$ cat src/rtl/regfile_pkg.sv
// Shared constants and types for the register file.
//   REG_WIDTH   - data width of every register (32)
//   REG_ADDR_W  - register address width (5)
//   REG_COUNT   - number of registers (2**REG_ADDR_W = 32)
//   ZERO_REG    - address of the hardwired-zero register
//   reg_array_t - unpacked array holding one value per register
package regfile_pkg;
    localparam int REG_WIDTH  = 32;
    localparam int REG_ADDR_W = 5;
    localparam int REG_COUNT  = 2 ** REG_ADDR_W;
    localparam int ZERO_REG   = 0;

    typedef logic [REG_WIDTH-1:0] reg_array_t [REG_COUNT];
endpackage

$ cat src/rtl/regfile_if.sv
// Register-file access bus: one write port and two read ports.
// Ports (signals):
//   RegWrite       - write enable for the current cycle
//   WriteRegister  - destination register address
//   WriteData      - value to write
//   ReadRegister1  - read port 1 address
//   ReadRegister2  - read port 2 address
//   ReadData1      - contents of register ReadRegister1
//   ReadData2      - contents of register ReadRegister2
// Modports: master drives addresses/data, slave (the register file) drives read data.
interface regfile_if
    import regfile_pkg::*;
#(
    parameter int WIDTH  = REG_WIDTH,
    parameter int ADDR_W = REG_ADDR_W
) ();
    logic              RegWrite;
    logic [ADDR_W-1:0] WriteRegister;
    logic [WIDTH-1:0]  WriteData;
    logic [ADDR_W-1:0] ReadRegister1;
    logic [ADDR_W-1:0] ReadRegister2;
    logic [WIDTH-1:0]  ReadData1;
    logic [WIDTH-1:0]  ReadData2;

    modport master (
        output RegWrite, WriteRegister, WriteData, ReadRegister1, ReadRegister2,
        input  ReadData1, ReadData2
    );

    modport slave (
        input  RegWrite, WriteRegister, WriteData, ReadRegister1, ReadRegister2,
        output ReadData1, ReadData2
    );
endinterface

$ cat src/rtl/regfile_decoder1to32.sv
// decoder1to32: write-address decoder.
// Ports:
//   enable  - gates every output line (RegWrite)
//   address - register address to decode
//   onehot  - one line per register, at most one high
// The AND with enable is written so that an unknown address with enable low
// still yields all-zero outputs.
module decoder1to32
    import regfile_pkg::*;
#(
    parameter int ADDR_W = REG_ADDR_W
) (
    input  logic                 enable,
    input  logic [ADDR_W-1:0]    address,
    output logic [2**ADDR_W-1:0] onehot
);
    generate
        for (genvar gi = 0; gi < 2 ** ADDR_W; gi++) begin : g_line
            assign onehot[gi] = enable && (address == ADDR_W'(gi));
        end
    endgenerate
endmodule

$ cat src/rtl/regfile_mux.sv
// mux32to1: 32-input read-selection multiplexer, one instance per read port.
// Ports:
//   din  - all register values, packed, entry i at din[i]
//   sel  - read address
//   dout - selected value
module mux32to1
    import regfile_pkg::*;
#(
    parameter int WIDTH = REG_WIDTH,
    parameter int SEL_W = REG_ADDR_W
) (
    input  logic [2**SEL_W-1:0][WIDTH-1:0] din,
    input  logic [SEL_W-1:0]               sel,
    output logic [WIDTH-1:0]               dout
);
    assign dout = din[sel];
endmodule

$ cat src/rtl/regfile.sv
// regfile: 32 x 32-bit register file, one write port, two combinational read
// ports, register 0 hardwired to zero.
// Ports:
//   clk   - clock, state updates on rising edge
//   reset - asynchronous active-high reset, clears every register
//   bus   - regfile_if.slave (write enable/address/data, two read ports)
// Configuration macro: REGFILE_BYPASS_EN -- when defined, a write in progress
// is forwarded to any read port addressing the same non-zero register.
module regfile
    import regfile_pkg::*;
#(
    parameter int WIDTH  = REG_WIDTH,
    parameter int ADDR_W = REG_ADDR_W
) (
    input  logic     clk,
    input  logic     reset,
    regfile_if.slave bus
);
    localparam int COUNT = 2 ** ADDR_W;

    logic [COUNT-1:0]            write_en;
    logic [COUNT-1:0][WIDTH-1:0] mux_in;
    logic [WIDTH-1:0]            mux_out1;
    logic [WIDTH-1:0]            mux_out2;
    logic                        unused_write_en0;

    decoder1to32 #(.ADDR_W(ADDR_W)) u_decoder (
        .enable  (bus.RegWrite),
        .address (bus.WriteRegister),
        .onehot  (write_en)
    );

    // Register 0 has no storage, so its decode line goes nowhere.
    assign unused_write_en0 = write_en[0];
    assign mux_in[0]        = '0;

    generate
        for (genvar gi = 1; gi < COUNT; gi++) begin : g_reg
            logic [WIDTH-1:0] value_reg;

            always_ff @(posedge clk or posedge reset) begin
                if (reset) begin
                    value_reg <= '0;
                end else if (write_en[gi]) begin
                    value_reg <= bus.WriteData;
                end
            end

            assign mux_in[gi] = value_reg;
        end
    endgenerate

    mux32to1 #(.WIDTH(WIDTH), .SEL_W(ADDR_W)) u_mux1 (
        .din  (mux_in),
        .sel  (bus.ReadRegister1),
        .dout (mux_out1)
    );

    mux32to1 #(.WIDTH(WIDTH), .SEL_W(ADDR_W)) u_mux2 (
        .din  (mux_out_sel_din()),
        .sel  (bus.ReadRegister2),
        .dout (mux_out2)
    );

    function automatic logic [COUNT-1:0][WIDTH-1:0] mux_out_sel_din();
        return mux_in;
    endfunction

`ifdef REGFILE_BYPASS_EN
    // Forward the in-flight write; never for register 0 and not during reset
    // (reset already holds every stored value at zero).
    logic write_live;
    logic fwd1;
    logic fwd2;

    assign write_live = !reset && bus.RegWrite
                        && (bus.WriteRegister != ADDR_W'(ZERO_REG));
    assign fwd1 = write_live && (bus.ReadRegister1 == bus.WriteRegister);
    assign fwd2 = write_live && (bus.ReadRegister2 == bus.WriteRegister);

    assign bus.ReadData1 = fwd1 ? bus.WriteData : mux_out1;
    assign bus.ReadData2 = fwd2 ? bus.WriteData : mux_out2;
`else
    assign bus.ReadData1 = mux_out1;
    assign bus.ReadData2 = mux_out2;
`endif
endmodule

$ cat src/flat_wrapper.sv
// flat-port wrapper written by rule: the top's interface ports become plain ports
module regfile_flat import regfile_pkg::*;
#(
    parameter int WIDTH  = REG_WIDTH,
    parameter int ADDR_W = REG_ADDR_W
)
  (clk, reset, bus_RegWrite, bus_WriteRegister, bus_WriteData, bus_ReadRegister1, bus_ReadRegister2, bus_ReadData1, bus_ReadData2);
  regfile_if #(.WIDTH(WIDTH), .ADDR_W(ADDR_W)) bus_i ();
  input  logic clk;
  input  logic reset;
  input wire logic [$bits(bus_i.RegWrite)-1:0] bus_RegWrite;
  input wire logic [$bits(bus_i.WriteRegister)-1:0] bus_WriteRegister;
  input wire logic [$bits(bus_i.WriteData)-1:0] bus_WriteData;
  input wire logic [$bits(bus_i.ReadRegister1)-1:0] bus_ReadRegister1;
  input wire logic [$bits(bus_i.ReadRegister2)-1:0] bus_ReadRegister2;
  output wire logic [$bits(bus_i.ReadData1)-1:0] bus_ReadData1;
  output wire logic [$bits(bus_i.ReadData2)-1:0] bus_ReadData2;
  assign bus_i.RegWrite = bus_RegWrite;
  assign bus_i.WriteRegister = bus_WriteRegister;
  assign bus_i.WriteData = bus_WriteData;
  assign bus_i.ReadRegister1 = bus_ReadRegister1;
  assign bus_i.ReadRegister2 = bus_ReadRegister2;
  assign bus_ReadData1 = bus_i.ReadData1;
  assign bus_ReadData2 = bus_i.ReadData2;
  regfile #(.WIDTH(WIDTH), .ADDR_W(ADDR_W)) u_core (.clk(clk), .reset(reset), .bus(bus_i));
endmodule
$ cat config.mk
export PLATFORM = sky130hd
export DESIGN_NAME = regfile_flat
export DESIGN_NICKNAME = d
export VERILOG_FILES = /design/src/rtl/regfile_pkg.sv /design/src/rtl/regfile_if.sv /design/src/rtl/regfile_decoder1to32.sv /design/src/rtl/regfile_mux.sv /design/src/rtl/regfile.sv /design/src/flat_wrapper.sv
export SDC_FILE = /design/constraint.sdc
export NUM_CORES = 2
export LEC_CHECK = 0
export CORE_ASPECT_RATIO = 1.1
export CORE_UTILIZATION = 45
export CTS_BUF_LIST = sky130_fd_sc_hd__clkbuf_8
export DETAILED_ROUTE_END_ITERATION = 16
export GPL_TIMING_DRIVEN = 0
export HOLD_SLACK_MARGIN = 0.08
export SLEW_MARGIN = 20
export SYNTH_ARGS = -nofsm -noshare
export SYNTH_HDL_FRONTEND = slang
export SYNTH_SLANG_ARGS = --single-unit
export TNS_END_PERCENT = 20
$ cat constraint.sdc
create_clock -name clk -period 59.6 [get_ports clk]
set_clock_uncertainty 0.2 [all_clocks]
set_input_delay 5.96 -clock clk [delete_from_list [all_inputs] [get_ports clk]]
set_output_delay 5.96 -clock clk [all_outputs]
set_load 0.005 [all_outputs]
==> results.sh <==
export IMPL_seqPwrFrac_pct=45.4
export IMPL_slew_headroom_pct=14.12
export IMPL_p_per_area_nw_per_um2=33.10
export IMPL_setup_tns_ns=0
export IMPL_hold_viol_final=0
export IMPL_placed_cells=5247
export IMPL_drtIter0Drc=3389
export IMPL_hp_class="register to register"
export IMPL_clock_sinks=992
export IMPL_cts_tree="done"
export IMPL_fin_crit_sh_pct=27.28
export IMPL_ir_drop_v=0.00001975
export IMPL_dpl_hpwl_um=133400
export IMPL_r2r_start="u_core.g_reg[18].value_reg[6]"
export IMPL_grt_antenna_before_repair=10
export IMPL_holdPathStages=1
export IMPL_seq_area_frac_synth_pct=46.66
export IMPL_cts_hold_buf=0
export IMPL_grt_pass1_wl_um=272100
export IMPL_intPower_mw=1.400
export IMPL_hold_ws_ns=0.3102
export IMPL_p_sw_mw=0.5871
export IMPL_cpPeakStageDelay_ns=1.00
export IMPL_yosysWarnings=0
export IMPL_cts_resized=0
export IMPL_final_cell_mix="1,010 x mux2_2, 992 x dfrtp_1, 384 x mux4_2"
export IMPL_p_sw_share_pct=29.54
export IMPL_arrival_ns=10.10
export IMPL_setup_violations=0
export IMPL_regToRegSetupSlack_ns=58.56
export IMPL_cts_buffers=179
export IMPL_setup_ws_ns=43.34
export IMPL_clk_latency_ns=0.87
export IMPL_place_area_um2=56490
export IMPL_routedWlPerCell_um=34.04
export IMPL_htreeDepth=4
export IMPL_period_needed_ns=16.26
export IMPL_clkPwrFrac_pct=32.3
export IMPL_floorplan_core_area_um2=116500
export IMPL_stdcell_count=5576
export IMPL_comb_power_share_pct=22.3
export IMPL_critical_path_max_fanout=10
export IMPL_endpoint_kind="primary output"
export IMPL_cp_slowest_cell="clkbuf_1"
export IMPL_globalplace_congestion=0.9500
export IMPL_cts_setup_buffers=0
export IMPL_report_final_slew_viol_count=0
export IMPL_drt_vias_per_instance=6.508
export IMPL_critical_path_class="input port to primary output"
export IMPL_drt_first_pass_iters=5
export IMPL_vias=36291
export IMPL_maxCapViolations=0
export IMPL_grt_pass1_vias=37407
export IMPL_power_mw=1.987
export IMPL_ant_nets=0
export IMPL_clockBufferDepth=3
export IMPL_power_leakage_nw=26.29
export IMPL_design_area_um2=60050
export IMPL_dieArea_um2=119600
export IMPL_critPathLaunchType="input port"
export IMPL_drc=0
export IMPL_fill_cells=10092
export IMPL_drive_above_1_share_pct=45.50
export IMPL_syn_area_um2=53200
export IMPL_cts_root_buf="clkbuf_8"
export IMPL_netlist_instances=3602
export IMPL_min_from="u_core.g_reg[17].value_reg[7]"
export IMPL_numPortBuffers=105
export IMPL_synth_nets=3652
export IMPL_largest_reg_flops=992
export IMPL_fp_row_count=131
export IMPL_path_cells="clkdlybuf4s50_1 > clkbuf_1 > clkbuf_1 > a211oi_1 > o31ai_1 > clkdlybuf4s50_1"
export IMPL_pre_cts_slack_ns=43.64
export IMPL_synth_top_cell_by_area="dfrtp_1"
export IMPL_critical_path_required_ns=53.44
export IMPL_grt_use_total_pct=32.15
export IMPL_synthTopCellsByArea="dfrtp_1 47%, mux2_2 21%, mux4_2 16%"
export IMPL_syn_avg_cell_area_um2=14.77
export IMPL_grt_overflow=0
export IMPL_io_pins=114
export IMPL_syn_to_final_growth_pct=12.87
export IMPL_clk_pin_slew_worst_paths_ns=0.06
export IMPL_synth_top_area_share_pct=46.66
export IMPL_grt_setup_unrepaired="no"
export IMPL_tightest_slew_ns=1.288
export IMPL_r2r_cells=1
export IMPL_rr_endpoint="u_core.g_reg[18].value_reg[6]"
export IMPL_status="finished, final reports clean"
export IMPL_initial_core_util_pct=45.65
export IMPL_die_w_um=329.8
export IMPL_drt_wl_total_um=189800
export IMPL_synth_cell_type_count=27
export IMPL_max_freq_ghz=0.06150
export IMPL_final_nets=3949
export IMPL_synth_seq_cells=992
export IMPL_final_util_pct=51.52
export IMPL_grt_max_degree=101
export IMPL_final_common_cell="mux2_2"
export IMPL_die_y_um=362.6
export IMPL_min_to="u_core.g_reg[17].value_reg[7]"
==> cells in the mapped netlist <==
master / instances
nand2_1: 15
mux4_2: 384
buf_2: 124
nand4b_1: 3
o22ai_1: 64
or3_1: 2
o21ai_1: 64
dfrtp_1: 992
o31ai_1: 64
nand3_1: 4
mux2_2: 1010
a22o_1: 192
nand2b_1: 6
nor3b_2: 2
buf_1: 27
nor3_1: 3
clkbuf_1: 216
nor2b_1: 8
nand4_1: 1
inv_1: 3
and2_1: 66
buf_6: 7
a211oi_1: 64
mux2i_1: 192
mux2_1: 46
nor2_1: 15
buf_4: 28
==> layout make-up <==
class | count | area, um2 | area share, %
timing repair buffer | 116 | 1354 | 2.255
inverter | 3 | 18.77 | 0.03126
buffer | 402 | 1844 | 3.071
sequential | 992 | 24820 | 41.34
clock inverter | 103 | 489.2 | 0.8148
antenna | 5 | 12.51 | 0.02084
tap | 1529 | 1913 | 3.186
clock buffer | 221 | 3042 | 5.066
multi-input combinational | 2205 | 26550 | 44.21
==> how the worst max path moves through the flow <==
stage / start / endpoint / slack, ns / depth (start not counted)
2_1_floorplan: reset / u_core.g_reg[10].value_reg[0] / 25.53 / 1
3_3_place_gp: reset / u_core.g_reg[8].value_reg[16] / 12.48 / 2
3_5_place_dp: bus_ReadRegister1[3] / bus_ReadData1[19] / 43.64 / 6
4_1_cts: bus_ReadRegister1[3] / bus_ReadData1[19] / 43.63 / 6
5_1_grt: bus_ReadRegister1[3] / bus_ReadData1[19] / 43.59 / 6
6_report: bus_ReadRegister1[3] / bus_ReadData1[19] / 43.34 / 6
==> power by group through the flow <==
stage | clock (mW) | combinational [mW] | sequential, mW
2_1_floorplan | 0 | 0.325 | 0.880
3_3_place_gp | 0 | 0.430 | 0.904
3_5_place_dp | 0 | 0.441 | 0.909
4_1_cts | 0.650 | 0.442 | 0.897
5_1_grt | 0.680 | 0.469 | 0.919
6_report | 0.642 | 0.444 | 0.902
==> worst max-delay path, delay by kind of cell <==
kind | cells | cell delay (ns)
compound gates | 2 | 0.87
buf+inv | 4 | 3.25
==> cell families (layout without fill, tap and decap cells) <==
family / count (synthesis) / after routing / synth area share [%]
and+or+nand+nor: 125 / 125 / 1.350
buffers and inverters: 405 / 845 / 3.446
other: 0 / 5 / 0
AOI/OAI and AO/OA: 448 / 448 / 6.322
muxes: 1632 / 1632 / 42.22
DFF: 992 / 992 / 46.66
==> routing by layer <==
layer	up-vias	part of all wire, %	track usage (%)
li1	14620	-	-
met1	19573	40	42.44
met2	1639	46	49.16
met3	451	8.0	7.844
met4	8	5.5	16.57
met5	-	0.042	0
No activity file was read; power rests on OpenSTA's default activity.
